[src/rtl/video_timing_monitor.sv]
// Passive checker for a VGA-style timing stream: locks onto hsync/vsync, flags
// timing and blanking violations, and signs each completed frame's visible pixels.
module video_timing_monitor #(
  parameter int H_SYNC      = 48,
  parameter int H_BACK      = 24,
  parameter int H_VISIBLE   = 320,
  parameter int H_TOTAL     = 400,
  parameter int V_SYNC_BACK = 35,
  parameter int V_VISIBLE   = 480,
  parameter int V_TOTAL     = 525
) (
  input  logic        clk_12_5875,
  input  logic        rst,
  input  logic [1:0]  r,
  input  logic [1:0]  g,
  input  logic [1:0]  b,
  input  logic        hsync,
  input  logic        vsync,
  output logic        locked,
  output logic        h_err,
  output logic        v_err,
  output logic        blank_err,
  output logic        frame_done,
  output logic [15:0] frame_sig,
  output logic [15:0] frame_count
);

  localparam logic [9:0] CNT_MAX  = '1;
  localparam logic [9:0] H_LO     = 10'(H_SYNC + H_BACK);
  localparam logic [9:0] H_HI     = 10'(H_SYNC + H_BACK + H_VISIBLE);
  localparam logic [9:0] V_LO     = 10'(V_SYNC_BACK);
  localparam logic [9:0] V_HI     = 10'(V_SYNC_BACK + V_VISIBLE);
  localparam logic [9:0] H_LAST   = 10'(H_TOTAL - 1);
  localparam logic [9:0] V_LAST   = 10'(V_TOTAL - 1);
  localparam logic [9:0] H_SYNC_W = 10'(H_SYNC);

  logic [5:0]  rgb_s;
  logic        hs_s, vs_s, hs_p, vs_p;
  logic [9:0]  h_cnt, v_cnt;
  logic        h_locked, v_locked;
  logic [15:0] acc;

  logic        h_edge, h_rise, v_edge, visible;
  logic [9:0]  h_cur, v_cur;
  logic [15:0] acc_upd;
  logic        h_err_n, v_err_n, blank_err_n, h_locked_n, v_locked_n;

  // Sync history resets high so a sync already low right after reset is seen as an edge.
  always_ff @(posedge clk_12_5875) begin
    if (rst) begin
      rgb_s <= '0;
      hs_s  <= 1'b1;
      vs_s  <= 1'b1;
      hs_p  <= 1'b1;
      vs_p  <= 1'b1;
    end else begin
      rgb_s <= {r, g, b};
      hs_s  <= hsync;
      vs_s  <= vsync;
      hs_p  <= hs_s;
      vs_p  <= vs_s;
    end
  end

  always_comb begin
    h_edge  = hs_p & ~hs_s;
    h_rise  = ~hs_p & hs_s;
    v_edge  = vs_p & ~vs_s;

    h_cur = (h_cnt == CNT_MAX) ? CNT_MAX : h_cnt + 10'd1;
    if (h_edge) h_cur = '0;

    v_cur = v_cnt;
    if (h_edge && v_cnt != CNT_MAX) v_cur = v_cnt + 10'd1;
    if (v_edge) v_cur = '0;

    visible = h_locked & v_locked &
              (h_cur >= H_LO) & (h_cur < H_HI) &
              (v_cur >= V_LO) & (v_cur < V_HI);

    acc_upd = acc;
    if (visible) acc_upd = {acc[14:0], acc[15]} ^ {10'b0, rgb_s};

    // h_cnt/v_cnt still hold the previous sample's values here, which is what the edge checks need.
    h_err_n = h_err |
              (h_edge & h_locked & (h_cnt != H_LAST)) |
              (h_rise & h_locked & (h_cur != H_SYNC_W));
    v_err_n = v_err |
              (v_edge & ~h_edge) |
              (v_edge & v_locked & (v_cnt != V_LAST));
    blank_err_n = blank_err | (~visible & h_locked & v_locked & (rgb_s != 6'd0));

    h_locked_n = h_locked | h_edge;
    v_locked_n = v_locked | v_edge;
  end

  always_ff @(posedge clk_12_5875) begin
    if (rst) begin
      h_cnt       <= '0;
      v_cnt       <= '0;
      h_locked    <= 1'b0;
      v_locked    <= 1'b0;
      h_err       <= 1'b0;
      v_err       <= 1'b0;
      blank_err   <= 1'b0;
      acc         <= '0;
      frame_sig   <= '0;
      frame_count <= '0;
      frame_done  <= 1'b0;
      locked      <= 1'b0;
    end else begin
      h_cnt      <= h_cur;
      v_cnt      <= v_cur;
      h_locked   <= h_locked_n;
      v_locked   <= v_locked_n;
      h_err      <= h_err_n;
      v_err      <= v_err_n;
      blank_err  <= blank_err_n;
      acc        <= v_edge ? 16'd0 : acc_upd;
      frame_done <= v_edge & v_locked;
      // The first V-edge after reset only opens a frame; later edges close one.
      if (v_edge && v_locked) begin
        frame_sig   <= acc_upd;
        frame_count <= frame_count + 16'd1;
      end
      locked <= h_locked_n & v_locked_n & ~h_err_n & ~v_err_n & ~blank_err_n;
    end
  end

endmodule
[config.mk]
export PLATFORM = sky130hd
export DESIGN_NAME = video_timing_monitor
export DESIGN_NICKNAME = d
export VERILOG_FILES = /design/src/rtl/video_timing_monitor.sv
export SDC_FILE = /design/constraint.sdc
export NUM_CORES = 1
export LEC_CHECK = 0
export ABC_AREA = 1
export BUFFER_PORTS_ARGS = -buffer_cell sky130_fd_sc_hd__buf_4
export CORE_ASPECT_RATIO = 0.9
export CORE_MARGIN = 3
export CORE_UTILIZATION = 50
export CTS_BUF_LIST = sky130_fd_sc_hd__clkbuf_4
export CTS_CLUSTER_SIZE = 30
export DETAILED_ROUTE_END_ITERATION = 16
export PLACE_DENSITY = 0.78
export SYNTH_ARGS = -nofsm -noshare
export SYNTH_HDL_FRONTEND = slang
export SYNTH_SLANG_ARGS = --single-unit
[constraint.sdc]
create_clock -name clk_12_5875 -period 4.1 [get_ports clk_12_5875]
set_clock_uncertainty 0.2 [all_clocks]
set_input_delay 0.615 -clock clk_12_5875 [delete_from_list [all_inputs] [get_ports clk_12_5875]]
set_output_delay 0.615 -clock clk_12_5875 [all_outputs]
set_load 0.01 [all_outputs]
==> results.ini, run 1 <==
[floorplanning]
ios = 47
die_area_sq_um = 9230
die-width_um = 101
rows = 30
initial_core_util_pct = 52.7
die_y_um = 91.4
fp.coreArea_sq_um = 7690

[global_routing]
grt_busiest_layer = met2
met1_usage_pct = 28.3
grt.met2_usage_pct = 30.0
met3_usage_pct = 5.76
antenna_found_initial = 0
grt_pass1_vias = 3350
grt_overflow_total = 0
grt_pass1_wl_um = 15200
grt_start_max_net_pins = 42
grt_util_all_layers_pct = 20.2

[clock_network]
postCtsSetupRepairBufs = 0
root_buffer = clkbuf_4
cts.clk_slew.worst_paths_ns = 0.13
cts.sinks = 85
hold_buffers = 0
htree_levels = 3
insertion_delay_ns = 0.43
cts_tree = built
post_cts_resized = 0
cts_buffer_depth = 2
cts_buffers = 9

[sta]
hold_viol = 0
whs_ns = 0.170
setup_viol = 0
period_share_pct = 72.8
fin_crit_ns = 2.98
fmax_mhz = 335
slew_viol_final = 0
rsz0062_at_grt = false
setup_tns_ns = 0
worstMarginPinSlew_ns = 0.902
relSlewSlack_pct = 39.8

[synth]
yosys_most_used_dff = dfxtp_1
synth_edf_count = 0
yosysWarnings = 0
syn_area_sq_um = 4060
yosys_register_bits = 85
async_reset_ff_share_pct = 0
synth_top_area_share_pct = 42.0
synth.yosys.seq_area_share_pct = 42.0
synth_cell_types = 33
synth.most_common_cell = nand2_1
syn_area_per_cell_sq_um = 7.22
synth_top_cell_by_area = dfxtp_1
synth_commonest_cells = nand2_1, dfxtp_1, inv_1
synth_area_leaders = dfxtp_1, nand2_1, inv_1
syn-instance-count = 562
synth_nets = 576

[finish]
drive_above_1_share_pct = 15.4
antennaDiodeCount = 0
n_fill_cell = 727
area_delta_synth_final_pct = 12.9
fin_nets = 618
final_cells = 705
stdcell_area_sq_um = 4580

[power_and_ir_drop]
p_leak_nw = 2.07
totalPowerFinal_mw = 1.43
peakVddDrop_mv = 0.279
powerDensity_nw_per_um2 = 312

[worst_setup_path]
crit_path_start_kind = flop
critPathRequiredTime_ns = 4.24
endpoint_kind = flop
reg2reg_slack_ns = 1.12
worstPathArrival_ns = 3.12
critical_path_class = flop to flop
crit_fanout = 17

[detailed_routing]
vias = 3679
dr.pass1.iters = 4
drc = 0
wire_per_inst_um = 12.6
viasPerCell = 5.22
ant_nets = 0
initialDrtViolationCount = 307
wirelength_um = 8890

[run_status]
status = finished, final reports clean

[run]
maxCapViolations = 0

[placement]
place_hpwl_um = 6380
io_buffers = 46
gp_congestion = 0.911
place_inst = 689
post_dp_cell_area_sq_um = 4450

[min_path]
hp-class = primary input to flop

==> cells by family after synthesis <==
logic type	after synthesis	synth area share, %
simple gates	290	34.5
buf+inv	100	9.87
flops	85	42.0
compound gates	76	10.9
xor+xnor	7	1.51
fa+ha+maj	4	1.23
==> routing by layer <==
metal  vias up  wire (um)
met3        15        541
met4         0        167
met2        98       3900
met1      1651       4280
met5         -          0
li1       1915          -
==> layout make-up <==
cell class                      instances  area, sq um  share of cell area [%]
Multi-Input combinational cell        377         1950                    42.7
Sequential cell                        85         1700                    37.2
Inverter                               84          318                    6.94
Clock inverter                          5         51.3                    1.12
Tap cell                               96          120                    2.62
Timing Repair Buffer                   47          353                    7.70
Clock buffer                           11         82.6                    1.80
==> state kept, by name (all words and copies together) (netlist names), 6 cells and up <==
signal       flops
h_cnt           10
frame_sig       16
v_cnt           10
frame_count     16
acc             16
rgb_s            6
==> critical path, cell delays in order, from the launching register on <==
cell	delay, ns
dfxtp_1	0.50
ha_1	0.28
nand2_1	0.12
nor2_4	0.12
nand3_4	0.12
nand2_4	0.15
inv_4	0.05
nand2_1	0.05
nand3_1	0.12
o21bai_1	0.20
nand2_2	0.27
nand3_4	0.32
nand2_1	0.17
nand3_1	0.09
nand2_1	0.08
inv_1	0.03
==> cells in the final DEF, fill, tap and decap left out, types with 2 or more instances in the layout <==
cell type,instances
o21a_1,18
xnor2_1,6
buf_4,47
ha_1,4
o21ai_0,15
nor3_1,9
nand2_4,2
a21oi_1,35
nand3_1,53
a31oi_1,2
nand4_1,28
nor2_1,51
or2_2,4
nand2_2,14
clkinv_1,4
inv_1,81
o21bai_1,3
dfxtp_1,85
nand3b_1,3
nor2_4,4
clkbuf_4,11
nor2_2,4
nand3_4,3
nand2_1,113
==> report_power, final <==
part           switching, mW  leakage, nW  internal [mW]
Combinational         0.0595         1.31         0.0396
Sequential            0.0137        0.690          0.843
Clock                  0.275       0.0759          0.196
Total                  0.348         2.07           1.08
==> per-stage QoR <==
step	util (%)	setup slack (ns)
floorplan	-	1.72
global placement	57.8	1.24
detailed placement	57.8	1.14
CTS	59.5	1.12
global route	59.5	0.817
finish	59.5	1.12
==> worst paths after layout <==
path / from / to / depth (start not counted)
worst min-delay path: vsync / vs_s / 2
worst min register to register: acc[6] / acc[6] / 2
worst max-delay path: v_cnt[0] / frame_sig[15] / 15
worst max register to register: v_cnt[0] / frame_sig[15] / 15
No activity file was read; power rests on OpenSTA's default activity.
==> run 2: changes to the inputs <==
clock period = 2.91 ns   (was 4.1 ns; I/O delays follow)
==> run 2 against run 1 <==
  * Maximum frequency increased by 14%
  * Clock-buffer cell count shrank 1
  * Final cell count rose by 1.4%
  * Sequential power increased by 41%
  * First-iteration DRC count decreased by 39%
  * Critical path depth up 4
  * Flip-flop and latch count unchanged
  * Global-route usage shrank 0.57 points
  * Wire length shrank 2.5%
  * Critical path type unchanged
  * Largest cell class unchanged
==> results.ini, run 2 (synthesis results as in run 1) <==
[sta]
relSlewSlack_pct = 64.2  ; +24 points
period_share_pct = 90.1  ; +17 points
fmax_mhz = 382  ; +14%
worstMarginPinSlew_ns = 0.531  ; -0.371 ns
setup_tns_ns = 0  ; unchanged
setup_viol = 0  ; unchanged
whs_ns = 0.0407  ; -0.130 ns
fin_crit_ns = 2.62  ; -0.364 ns
slew_viol_final = 0  ; unchanged
rsz0062_at_grt = false
hold_viol = 0  ; unchanged

[finish]
antennaDiodeCount = 0  ; unchanged
layout_commonest_cell = nand2_1
fin_nets = 628  ; +1.6%
drive_above_1_share_pct = 16.6  ; +1.2 points
reg_top3 = acc x16, frame_count x16, frame_sig x16
final_cell_mix = nand2_1, dfxtp_1, inv_1, nand3_1
area_delta_synth_final_pct = 16.9

[run]
maxCapViolations = 0  ; unchanged

[global_routing]
grt_pass1_vias = 3285  ; -1.9%
grt_overflow_total = 0  ; unchanged
grt_pass1_wl_um = 14900  ; -2.2%
antenna_found_initial = 0  ; unchanged
grt_start_max_net_pins = 42  ; unchanged
grt_util_all_layers_pct = 19.6  ; -0.57 points

[worst_setup_path]
worstPathArrival_ns = 2.75  ; -0.37 ns
cpPeakStageDelay_ns = 0.42  ; -0.08 ns
cp_top_family = simple AND/OR/NAND/NOR gates
crit_path_start_kind = flop
worstPathBufferInverterCount = 3  ; +1
endpoint_kind = flop
critPathSlowestCell = dfxtp_2
crit_path_cell_trace = ha_1 -> nand2_1 -> nor2_4 -> nand3_4 -> nand2_4 -> inv_4 -> nand2_1 -> nand2_1 -> nand2_1 -> nand2_2 -> nor2_2 -> nand2_1 -> nand2_4 -> nand3_4 -> buf_12 -> nand2_1 -> nand3_1 -> nand2_1 -> inv_1
crit_fanout = 17  ; unchanged
critPathRequiredTime_ns = 3.04  ; -1.20 ns
cp_common_cell = nand2_1
critical_path_class = flop to flop

[clock_network]
root_buffer = clkbuf_4
cts_buffers = 9  ; unchanged
cts_buffer_depth = 2  ; unchanged
cts.clk_slew.worst_paths_ns = 0.13  ; about the same
insertion_delay_ns = 0.42  ; about the same
cts.sinks = 85  ; unchanged
htree_levels = 3  ; unchanged
cts_tree = built

[floorplanning]
ios = 47  ; unchanged
die_y_um = 91.4  ; unchanged
rows = 30  ; unchanged
die-width_um = 101  ; unchanged
initial_core_util_pct = 52.7  ; unchanged
die_area_sq_um = 9230  ; unchanged
fp.coreArea_sq_um = 7690  ; unchanged

[power_and_ir_drop]
peakVddDrop_mv = 0.354  ; +27%
powerDensity_nw_per_um2 = 463  ; +48%
p_leak_nw = 2.15  ; +3.6%

[min_path]
hp-class = primary input to flop

[detailed_routing]
wire_per_inst_um = 12.1  ; -3.9%
viasPerCell = 5.09  ; -2.5%
ant_nets = 0  ; unchanged
wirelength_um = 8670  ; -2.5%
dr.pass1.iters = 5  ; +1
vias = 3639  ; -1.1%
drc = 0  ; unchanged
initialDrtViolationCount = 187  ; -39%

[run_status]
status = finished, final reports clean

[placement]
gp_congestion = 0.897  ; -1.5%
io_buffers = 46  ; unchanged
place_hpwl_um = 6240  ; -2.2%

==> run 2: report_power, final <==
| group | switching [mW] | internal, mW |
|---|---|---|
| registers | 0.0180 | 1.19 |
| clock network | 0.394 | 0.445 |
| logic | 0.0848 | 0.0623 |
| total | 0.497 | 1.70 |
==> run 2: what timing repair did <==
| action | in CTS | in global routing |
|---|---|---|
| gates resized for setup | 0 | 3 |
| setup endpoints to repair | 0 | 34 |
| hold buffers | 5 | 0 |
| buffers inserted | 0 | 1 |
| hold endpoints to repair | 5 | 0 |
==> run 2: path summary, 6_finish.rpt <==
path,from,endpoint,slack [ns],depth (start not counted)
max,v_cnt[0],frame_sig[15],0.29,19
min,g[0],rgb_s[2],0.04,3
max reg2reg,v_cnt[0],frame_sig[15],0.29,19
min reg2reg,vs_s,vs_p,0.28,1
==> run 2: worst reg2reg max path: cells and delay by family (launching register included) <==
family | cells | cell delay [ns]
fa+ha+maj | 1 | 0.24
buf+inv | 3 | 0.26
simple gates | 15 | 1.41
flops | 1 | 0.42
==> run 2: metrics by stage <==
| stage | total power [mW] | area (sq um) | instances | setup WS, ns | utilization, % |
|---|---|---|---|---|---|
| after detailed placement | 1.37 | 4480 | 693 | 0.127 | 58.2 |
| after CTS | 2.22 | 4710 | 714 | 0.114 | 61.2 |
| after global routing | 2.28 | 4740 | 715 | 0.00207 | 61.6 |
| final | 2.19 | 4740 | 715 | 0.289 | 61.6 |
| after global placement | 1.37 | 4480 | 693 | 0.207 | 58.2 |
| after floorplan | 1.32 | 4060 | 562 | 0.531 | - |
==> run 2: metal layers <==
metal  vias to the layer above  GRT usage [%]  part of all wire, %
met2                        74           30.6                   45
met4                         0           3.65                 0.36
li1                       1933              -                    -
met5                         -              0                    0
met1                      1628           27.8                   50
met3                         4           4.69                  4.6
==> run 2: area by class of cell <==
cell class              count  area, sq um
fillers                   700         2960
multi-input cells         377         1960
inverters                  84          318
clock buffers              10         75.1
well taps                  96          120
repair buffers             57          453
flip-flops and latches     85         1700
clock inverters             6          111
==> run 3: changes to the inputs <==
ABC_AREA = unset   (was 1)
==> run 3 against run 2 <==
  * Worst hold slack got worse by 0.029 ns
  * Final area down 7.6%
  * Sequential share of layout area rose by 2.9 points
  * First-iteration DRC count shrank 20%
  * Clock-buffer cell count is 1 lower
  * Via count shrank 14%
  * Largest power group unchanged
  * Global-route usage fell by 1.2 points
  * Clock power fell by 5.2%
  * Non-clock buffer count up 3
==> results.ini, run 3 <==
[run_status]
status = finished, final reports clean

[run]
maxCapViolations = 0  ; unchanged

[worst_setup_path]
critPathRequiredTime_ns = 3.08  ; +0.04 ns
critical_path_class = flop to flop
endpoint_kind = flop
crit_path_start_kind = flop
worstPathArrival_ns = 2.92  ; +0.17 ns
crit_fanout = 9  ; -8

[floorplanning]
die_area_sq_um = 8570  ; -7.1%
rows = 29  ; -3.3%
ios = 47  ; unchanged
fp.coreArea_sq_um = 7150  ; -7.1%
initial_core_util_pct = 52.4  ; -0.26 points
die-width_um = 97.3  ; -3.6%
die_y_um = 88.1  ; -3.6%

[clock_network]
cts_tree = built
root_buffer = clkbuf_4
cts.sinks = 85  ; unchanged
insertion_delay_ns = 0.44  ; +0.02 ns
postCtsSetupRepairBufs = 0  ; unchanged
cts_buffers = 9  ; unchanged
htree_levels = 3  ; unchanged
cts.clk_slew.worst_paths_ns = 0.14  ; about the same
cts_buffer_depth = 2  ; unchanged

[sta]
hold_viol = 0  ; unchanged
rsz0062_at_grt = false
fmax_mhz = 363  ; -4.9%
slew_viol_final = 0  ; unchanged
relSlewSlack_pct = 46.1  ; -18 points
period_share_pct = 94.8  ; +4.7 points
setup_viol = 0  ; unchanged
worst_slack_ns = 0.153  ; -0.136 ns
setup_tns_ns = 0  ; unchanged
worstMarginPinSlew_ns = 0.806  ; +0.275 ns
fin_crit_ns = 2.76  ; +0.136 ns
whs_ns = 0.0117  ; -0.0290 ns

[finish]
area_delta_synth_final_pct = 16.9  ; about the same
fin_nets = 487  ; -22%
drive_above_1_share_pct = 19.5  ; +2.8 points
seq_area_sq_um = 1700  ; -0.15%
layout_commonest_cell = dfxtp_1
n_fill_cell = 624  ; -11%
final_cell_mix = dfxtp_1, nand2_1, buf_4, nor2_1, a21oi_1
multi_input_area_sq_um = 1890  ; -3.3%
reg_top3 = acc x16, frame_count x16, frame_sig x16
antennaDiodeCount = 0  ; unchanged

[synth]
yosys_most_used_dff = dfxtp_1
async_reset_ff_share_pct = 0  ; unchanged
syn_area_sq_um = 3750  ; -7.6%
synth_edf_count = 0  ; unchanged
syn-instance-count = 425  ; -24%
synth_area_leaders = dfxtp_1, nand2_1, nor2_1
yosys_register_bits = 85  ; unchanged
syn_area_per_cell_sq_um = 8.82  ; +22%
synth_top_area_share_pct = 45.4  ; +3.4 points
synth.yosys.seq_area_share_pct = 45.4  ; +3.4 points
yosysWarnings = 0  ; unchanged
synth_commonest_cells = dfxtp_1, nand2_1, nor2_1
synth_cell_types = 55  ; +67%
synth_top_cell_by_area = dfxtp_1
synth_nets = 439  ; -24%
synth.most_common_cell = dfxtp_1

[detailed_routing]
vias = 3131  ; -14%
ant_nets = 0  ; unchanged
drc = 0  ; unchanged
viasPerCell = 5.48  ; +7.7%
initialDrtViolationCount = 150  ; -20%
wirelength_um = 7880  ; -9.1%
dr.pass1.iters = 6  ; +1
wire_per_inst_um = 13.8  ; +14%

[power_and_ir_drop]
powerDensity_nw_per_um2 = 477  ; +3.1%
totalPowerFinal_mw = 2.09  ; -4.7%
p_leak_nw = 1.62  ; -25%
peakVddDrop_mv = 0.325  ; -8.2%

[global_routing]
grt_pass1_wl_um = 13000  ; -13%
antenna_found_initial = 0  ; unchanged
grt_util_all_layers_pct = 18.4  ; -1.2 points
grt_pass1_vias = 2825  ; -14%
grt_start_max_net_pins = 54  ; +29%
grt_overflow_total = 0  ; unchanged

[placement]
dp_slack_ns = 0.104  ; -0.0224 ns
place_hpwl_um = 5450  ; -13%
gp_congestion = 0.836  ; -6.9%
io_buffers = 46  ; unchanged

[min_path]
hp-class = primary input to flop

-- run 3: cell count changes in the layout (fill, tap and decap cells not counted), moves of 6 or more --
cell	change
inv_1	-72
a211oi_2	+7
and3_1	+8
nand4_1	-25
nand2_1	-46
o21ai_0	-6
nor3_1	-7
nor2_1	-8
xor2_1	+15
mux2i_1	+11
nand3_1	-35
nand2_2	-14
o21a_1	-17
nor2b_1	+10
-- run 3: final timing paths --
path                 start  endpoint  slack [ns]  cells after the start
hold / removal        r[0]  rgb_s[4]        0.01                      2
setup / recovery  v_cnt[0]    acc[9]        0.15                      8
setup reg to reg  v_cnt[0]    acc[9]        0.15                      8
hold reg to reg       vs_s      vs_p        0.26                      1
-- run 3: metal layers --
metal,up-vias,GRT usage [%],wire length (um)
met5,-,0,0
met4,0,4.78,74
met3,8,5.33,389
met2,71,31.6,3870
met1,1478,23.1,3550
li1,1574,-,-
-- run 3: critical path, cell delays in order, from the launching register on --
cell,delay [ns]
dfxtp_1,0.43
ha_1,0.28
nand3b_1,0.13
nor3b_1,0.16
or3_1,0.41
a211oi_1,0.35
a311o_4,0.24
and2_4,0.26
mux2i_1,0.23
-- run 3: power breakdown --
group	internal [mW]	leakage (nW)	total, mW	switching, mW
combinational	0.0435	0.840	0.0990	0.0555
sequential	1.18	0.689	1.19	0.0146
clock	0.362	0.0932	0.795	0.433
total	1.59	1.62	2.09	0.503
-- run 3: layout make-up --
class                           instances  share of cell area (%)
Multi-Input combinational cell        308                    43.2
Sequential cell                        85                    38.8
Timing Repair Buffer                   60                    10.6
Tap cell                               93                    2.66
Clock inverter                          7                    2.34
Clock buffer                            9                    1.54
Inverter                                9                   0.771
-- run 3: repair_timing --
| item | CTS | global route |
|---|---|---|
| gates resized for setup | 0 | 4 |
| setup endpoints to repair | 0 | 18 |
| hold endpoints to repair | 5 | 1 |
| hold buffers | 5 | 1 |
-- run 3: metrics by stage --
step           std cells  util (%)  area, sq um
2_1_floorplan        425         -         3750
3_3_place_gp         548      57.8         4130
3_5_place_dp         548      57.8         4130
4_1_cts              569      60.9         4350
5_1_grt              571      61.3         4380
6_report             571      61.3         4380
-- run 3: kinds of logic (layout without fill, tap and decap cells) --
logic type / after synthesis / after routing / share of synthesized area [%]
flops: 85 / 85 / 45.4
xor+xnor: 27 / 27 / 6.31
buf+inv: 33 / 85 / 4.61
simple gates: 187 / 188 / 24.3
compound gates: 77 / 77 / 14.8
mux: 12 / 12 / 3.20
fa+ha+maj: 4 / 4 / 1.34
